$ cat src/rtl/fnd_controller.sv
// Four-digit multiplexed seven-segment driver for a stopwatch/clock display.
// Shows sec.msec or hour.min; segment and digit-enable outputs are registered and active-low.
module fnd_controller #(
    parameter int unsigned SYS_CLK_HZ = 100_000_000,
    parameter int unsigned SCAN_HZ    = 1000
) (
    input  logic       clk,
    input  logic       rst,
    input  logic       i_sel_mode,
    input  logic [6:0] i_msec,
    input  logic [5:0] i_sec,
    input  logic [5:0] i_min,
    input  logic [4:0] i_hour,
    output logic [3:0] o_fnd_com,
    output logic [7:0] o_fnd_data
);

    localparam int unsigned DIV   = SYS_CLK_HZ / SCAN_HZ;
    localparam int unsigned CNT_W = (DIV > 1) ? $clog2(DIV) : 1;

    logic [CNT_W-1:0] cnt_q, cnt_d;
    logic [1:0]       idx_q, idx_d;
    logic             scan_tick_c;

    logic [3:0] digit_c;
    logic       dp_c;
    logic [7:0] seg_c;
    logic [3:0] com_d;
    logic [7:0] data_d;

    function automatic logic [7:0] seg7(input logic [3:0] v);
        logic [7:0] s;
        case (v)
            4'd0:    s = 8'hC0;
            4'd1:    s = 8'hF9;
            4'd2:    s = 8'hA4;
            4'd3:    s = 8'hB0;
            4'd4:    s = 8'h99;
            4'd5:    s = 8'h92;
            4'd6:    s = 8'h82;
            4'd7:    s = 8'hF8;
            4'd8:    s = 8'h80;
            4'd9:    s = 8'h90;
            default: s = 8'hBF;  // out-of-range value shows a dash
        endcase
        return s;
    endfunction

    // Scan divider and digit index
    always_comb begin
        scan_tick_c = (cnt_q == CNT_W'(DIV - 1));
        cnt_d       = scan_tick_c ? '0 : cnt_q + CNT_W'(1);
        idx_d       = scan_tick_c ? idx_q + 2'd1 : idx_q;
    end

    // Digit value for the active position
    always_comb begin
        digit_c = 4'd0;
        if (!i_sel_mode) begin
            case (idx_q)
                2'd0:    digit_c = 4'(i_msec % 7'd10);
                2'd1:    digit_c = 4'(i_msec / 7'd10);
                2'd2:    digit_c = 4'(i_sec % 6'd10);
                default: digit_c = 4'(i_sec / 6'd10);
            endcase
        end else begin
            case (idx_q)
                2'd0:    digit_c = 4'(i_min % 6'd10);
                2'd1:    digit_c = 4'(i_min / 6'd10);
                2'd2:    digit_c = 4'(i_hour % 5'd10);
                default: digit_c = 4'(i_hour / 5'd10);
            endcase
        end
    end

    // Segment pattern, blinking dp and digit enable
    always_comb begin
        seg_c  = seg7(digit_c);
        dp_c   = (idx_q == 2'd2) && (i_msec < 7'd50);
        data_d = {seg_c[7] & ~dp_c, seg_c[6:0]};
        case (idx_q)
            2'd0:    com_d = 4'b1110;
            2'd1:    com_d = 4'b1101;
            2'd2:    com_d = 4'b1011;
            default: com_d = 4'b0111;
        endcase
    end

    always_ff @(posedge clk) begin
        if (rst) begin
            cnt_q      <= '0;
            idx_q      <= 2'd0;
            o_fnd_com  <= 4'b1111;
            o_fnd_data <= 8'hFF;
        end else begin
            cnt_q      <= cnt_d;
            idx_q      <= idx_d;
            o_fnd_com  <= com_d;
            o_fnd_data <= data_d;
        end
    end

endmodule
$ cat config.mk
export PLATFORM = sky130hd
export DESIGN_NAME = fnd_controller
export DESIGN_NICKNAME = d
export VERILOG_FILES = /design/src/rtl/fnd_controller.sv
export SDC_FILE = /design/constraint.sdc
export NUM_CORES = 1
export LEC_CHECK = 0
export BUFFER_PORTS_ARGS = -buffer_cell sky130_fd_sc_hd__buf_2
export CORE_ASPECT_RATIO = 0.8
export CORE_MARGIN = 5
export CORE_UTILIZATION = 63
export DETAILED_ROUTE_END_ITERATION = 8
export GPL_TIMING_DRIVEN = 0
export PLACE_DENSITY = 0.89
export SETUP_SLACK_MARGIN = 0.3
export SKIP_CTS_REPAIR_TIMING = 1
export SLEW_MARGIN = 20
export SYNTH_ARGS = -nofsm -noshare
export SYNTH_HDL_FRONTEND = slang
export SYNTH_SLANG_ARGS = --single-unit
export TNS_END_PERCENT = 30
$ cat constraint.sdc
create_clock -name clk -period 9.8 [get_ports clk]
set_input_delay 1.47 -clock clk [delete_from_list [all_inputs] [get_ports clk]]
set_output_delay 1.47 -clock clk [all_outputs]
set_load 0.005 [all_outputs]
# Word-level counts from Yosys, hierarchy flattened

Memory sizes are Yosys's and may differ from the RTL's. A register that Yosys moved wholly into a read port is not among the register bits.
Index checks and enable logic that the tools add are counted.

Register bits: 31
Bits in read-only memories: 112
Input bits: 27
Output and inout port bits: 12
Word-level logic and storage cells: 28
Memories: 1

$add $sub $neg: 2
Div/mod/pow operators: 8
$lt $le $gt $ge: 1
Equality and inequality tests: 3
Muxes and demuxes: 4
Bitwise logic cells: 2
Reductions and logical operators: 3

Memories:

| name            | depth | bits a word | rd ports | clocked after Yosys merged registers in | write ports | RTL line | source |
|---|---|---|---|---|---|---|---|
| (no name shown) | 16    | 7           | 1        | 1                                       | 0           | 33       | `case (v)` |

Operator list:

| cell                                                                          | number |
|---|---|
| 4-bit case mux with 3 select lines                                            | 3 |
| 17-bit by 1-bit adder with 17-bit output (second input constant)              | 1 |
| 17-bit equality test (second input constant)                                  | 1 |
| 6-bit by 4-bit divider with 6-bit output (second input constant)              | 2 |
| 6-bit by 4-bit remainder unit with 6-bit output (second input constant)       | 2 |
| 7-bit by 4-bit divider with 7-bit output (second input constant)              | 1 |
| 7-bit by 6-bit less-than comparator with 1-bit output (second input constant) | 1 |
| 7-bit by 4-bit remainder unit with 7-bit output (second input constant)       | 1 |
| 5-bit by 4-bit divider with 5-bit output (second input constant)              | 1 |
| 5-bit by 4-bit remainder unit with 5-bit output (second input constant)       | 1 |
| 4-bit two-way mux                                                             | 1 |
| 2-bit by 1-bit adder with 2-bit output (second input constant)                | 1 |
| 2-bit by 1-bit equality test with 1-bit output (second input constant)        | 1 |
| 2-bit equality test (second input constant)                                   | 1 |
| 2-bit zero test                                                               | 1 |
| 2-bit OR reduction                                                            | 1 |
| 1-bit bitwise AND (first input constant)                                      | 1 |
| 1-bit logical AND                                                             | 1 |
| 1-bit inverter                                                                | 1 |

# Depth between registers and ports, before layout

Depth in word-level cells: 4
Gate-level depth with buffers: 22
Depth with buffers taken out: 18

# Worst setup path after synthesis

No wires, ideal clock.

Path type: input -> register
Start point: in i_msec[4]
End point: reg o_fnd_data[0]
Setup time: 133 ps
Arrival: 4,490 ps
Data required time: 9,667 ps
Slack: 5,177 ps
Stages: 18
Buffers on the path: 2
Cells stage by stage: clkbuf_1 nor2b_1 o21ai_0 and3_1 nor3_1 or2_2 ha_1 nand2_1 o21ai_0 or3b_1 nand4b_1 and4_1 buf_6 inv_1 ha_1 and2_1 a2111oi_2 a21oi_1

Word-level cells in the longest chain between the ends: 3
Elaborated cells on any way between the ends: 4
Those cells by class: 2 x div; 2 x mux

RTL lines:

| element                                                                                                            | RTL line | source |
|---|---|---|
| from (decl)                                                                                                        | 10       | `input logic [6:0] i_msec,` |
| 7-bit by 4-bit divider with 7-bit output / 7-bit by 4-bit remainder unit with 7-bit output (equally long branches) | 62, 61   |  |
| 4-bit case mux with 3 select lines (*)                                                                             | 60       | `case (idx_q)` |
| 4-bit two-way mux (*)                                                                                              | 59       | `if (!i_sel_mode) begin` |
| to (decl)                                                                                                          | 15       | `output logic [7:0] o_fnd_data` |

Mark *: on every way between the ends. The rest lies on a longest branch, timed or not.
A chain may end at the register's enable or synchronous reset.

# Worst setup path after layout

Start point: in i_msec[6]
End point: reg o_fnd_data[0]

The elaborated chain is that of the path after synthesis.

==> impl_metrics.tcl <==
set metrics [dict create \
    fp-row-count 22 \
    cap_viol_max_count 0 \
    startpoint_type "input port" \
    area_delta_synth_final_pct 12.32 \
    drt_iter0_drc 187 \
    min_period_over_period_pct 52.75 \
    wl_per_cell_um 14.63 \
    clkLatencyLatePin_ns 0.28 \
    netlist_area_um2 2987 \
    nets 476 \
    n_antenna_cell 0 \
    skew_ns 0.004020 \
    tightestPinTransition_ns 0.7997 \
    place_congestion 0.9078 \
    leakage_nw 1.337 \
    synth_seq_area_share_pct 20.78 \
    gr-total-overflow 0 \
    fin_area_um2 3354 \
    yosysWarnings 0 \
    grt_pass1_vias 2748 \
    drc 0 \
    crit_type "in2reg" \
    cp_max_fo 9 \
    numCtsBuffers 5 \
    maxSlewViolCount 0 \
    track_usage_pct 23.67 \
    status "complete, no violations" \
    end_kind "flop" \
    ys_types 70 \
    die_area_um2 6226 \
    multi_input_area_um2 2150 \
    regArea_um2 620.6 \
    ys_async_sr_fraction_pct 0 \
    wirelength_um 7155 \
    clk_pin_slew_ns 0.07 \
    fp.dieW_um 86.98 \
    synth_edf_count 0 \
    reg2reg_slack_ns 4.84 \
    hold_path.class "reg2reg" \
    placed_area_um2 3237 \
    fin_setup_tns_ns 0 \
    cts_tree "done" \
    grt_pass1_wl_um 12210 \
    vias 3024 \
    vdd_drop_max_uv 116.0 \
    portBuffers 35 \
    cts-root-buf "clkbuf_8" \
    dp_hpwl_um 5329 \
    die-height_um 71.59 \
    fmax_mhz 193.4 \
    initial_utilization_pct 64.97 \
    clockBufferDepth 2 \
    syn_area_per_cell_um2 7.737 \
    rsz0062_at_grt "no" \
    powerDensity_nw_per_um2 114.3 \
    first_pass_iters 4 \
    min_period_ns 5.170 \
    synth_nets 434 \
    io_pins 39 \
    synth-main-ff-cell "dfxtp_1" \
    finalHoldViolations 0 \
    core_um2 4597 \
    syn_inst 386 \
    critPathArrivalTime_ns 5.33 \
    cts_max_level 2 \
    worstPathRequired_ns 9.96 \
    final_util_pct 72.97 \
    synth-seq-cells 31 \
    drive_gt1_share_pct 18.41 \
    antenna_found_initial 0 \
    grt_max_degree 11 \
    vias_per_cell 6.184 \
    relSlewSlack_pct 46.23 \
    fillers 359 \
    ant_nets 0 \
    setup_violations 0 \
    cts_sinks 31 \
]
==> placed cells by master, fill, tap and decap left out, types with 4 or more instances in the layout <==
| cell type | instances |
|---|---|
| a21oi_1 | 16 |
| mux2i_1 | 12 |
| nor2b_1 | 9 |
| clkbuf_8 | 6 |
| nand3_1 | 8 |
| ha_1 | 21 |
| and3_1 | 6 |
| or3_1 | 8 |
| nand2_1 | 26 |
| or2_2 | 4 |
| mux2_2 | 9 |
| xnor2_1 | 8 |
| nor2_1 | 46 |
| xor2_1 | 6 |
| nand2b_1 | 7 |
| nor3_1 | 14 |
| o21ai_0 | 23 |
| nor3b_1 | 8 |
| clkbuf_1 | 10 |
| o21bai_1 | 4 |
| buf_2 | 37 |
| buf_6 | 5 |
| a31oi_1 | 7 |
| o211ai_1 | 6 |
| inv_1 | 20 |
| dfxtp_1 | 31 |
==> final timing paths <==
| kind | start | endpoint | depth (start not counted) |
|---|---|---|---|
| max | i_msec[6] | o_fnd_data[0] | 18 |
| min | cnt_q[0] | cnt_q[0] | 1 |
| max reg2reg | idx_q[1] | o_fnd_data[0] | 19 |
| min reg2reg | cnt_q[0] | cnt_q[0] | 1 |
==> Yosys cell counts, types with 9 or more instances <==
library cell	n	area (µm²)
mux2_2	9	101.4
nor2b_1	9	56.30
o21ai_0	23	115.1
a21oi_1	16	80.08
clkbuf_1	10	37.54
nor3_1	14	70.07
nor2_1	46	172.7
dfxtp_1	31	620.6
inv_1	20	75.07
nand2_1	26	97.59
mux2i_1	12	120.1
ha_1	21	262.8
==> logic make-up (layout without fill, tap and decap cells) <==
family	Yosys count	count (layout)	synth area share, %
buffers and inverters	40	83	7.248
DFF	31	31	20.78
adders and majority gates	21	21	8.798
and+or+nand+nor	159	159	27.94
AOI/OAI and AO/OA	100	100	23.71
muxes	21	21	7.415
xor gates and xnor gates	14	14	4.106
==> cell type report <==
type | instances | area share (%)
buffer | 20 | 4.215
clock inverter | 2 | 1.044
inverter | 20 | 2.238
timing repair buffer | 35 | 5.222
tap | 60 | 2.238
clock buffer | 6 | 2.462
multi-input combinational | 315 | 64.08
sequential | 31 | 18.50
==> flip-flops by register name, indices dropped and copies added, names as in the netlist <==
| register | count |
|---|---|
| o_fnd_data | 8 |
| o_fnd_com | 4 |
| idx_q | 2 |
| cnt_q | 17 |
==> worst max-delay path: stages <==
cell       delay [ns]
buf_2            0.11
and3b_1          0.19
o31ai_1          0.69
nor2_1           0.12
nor3_1           0.44
or2_2            0.20
ha_1             0.24
nand2_1          0.07
o21ai_0          0.11
or3b_1           0.37
nand4b_1         0.09
and4_1           0.19
buf_6            0.14
inv_1            0.08
ha_1             0.19
and2_1           0.15
a2111oi_2        0.39
a21oi_1          0.07
==> per-stage QoR <==
| step | worst slack, ns | total power, mW | std cells | hold WS, ns |
|---|---|---|---|---|
| floorplan | 5.177 | 0.2203 | 386 | 0.4297 |
| global placement | 4.594 | 0.2465 | 481 | 0.4447 |
| detailed placement | 4.461 | 0.2503 | 481 | 0.4604 |
| CTS | 4.753 | 0.3838 | 489 | 0.4747 |
| global route | 4.375 | 0.4079 | 489 | 0.4937 |
| finish | 4.630 | 0.3834 | 489 | 0.4671 |
==> per-layer routing <==
metal	part of all wire, %	wire length [µm]	vias to the layer above	track usage, %
li1	-	-	1483	-
met1	44	3124	1400	31.47
met2	47	3383	126	39.34
met3	7.9	567	15	4.828
met4	1.1	80	0	5.536
met5	0	0	-	0
==> power by group <==
part	internal [mW]	switching [mW]
Clock	0.0823	0.0511
Sequential	0.133	0.00226
Combinational	0.0507	0.0638
Note: power is estimated with default switching activity, not from simulation.
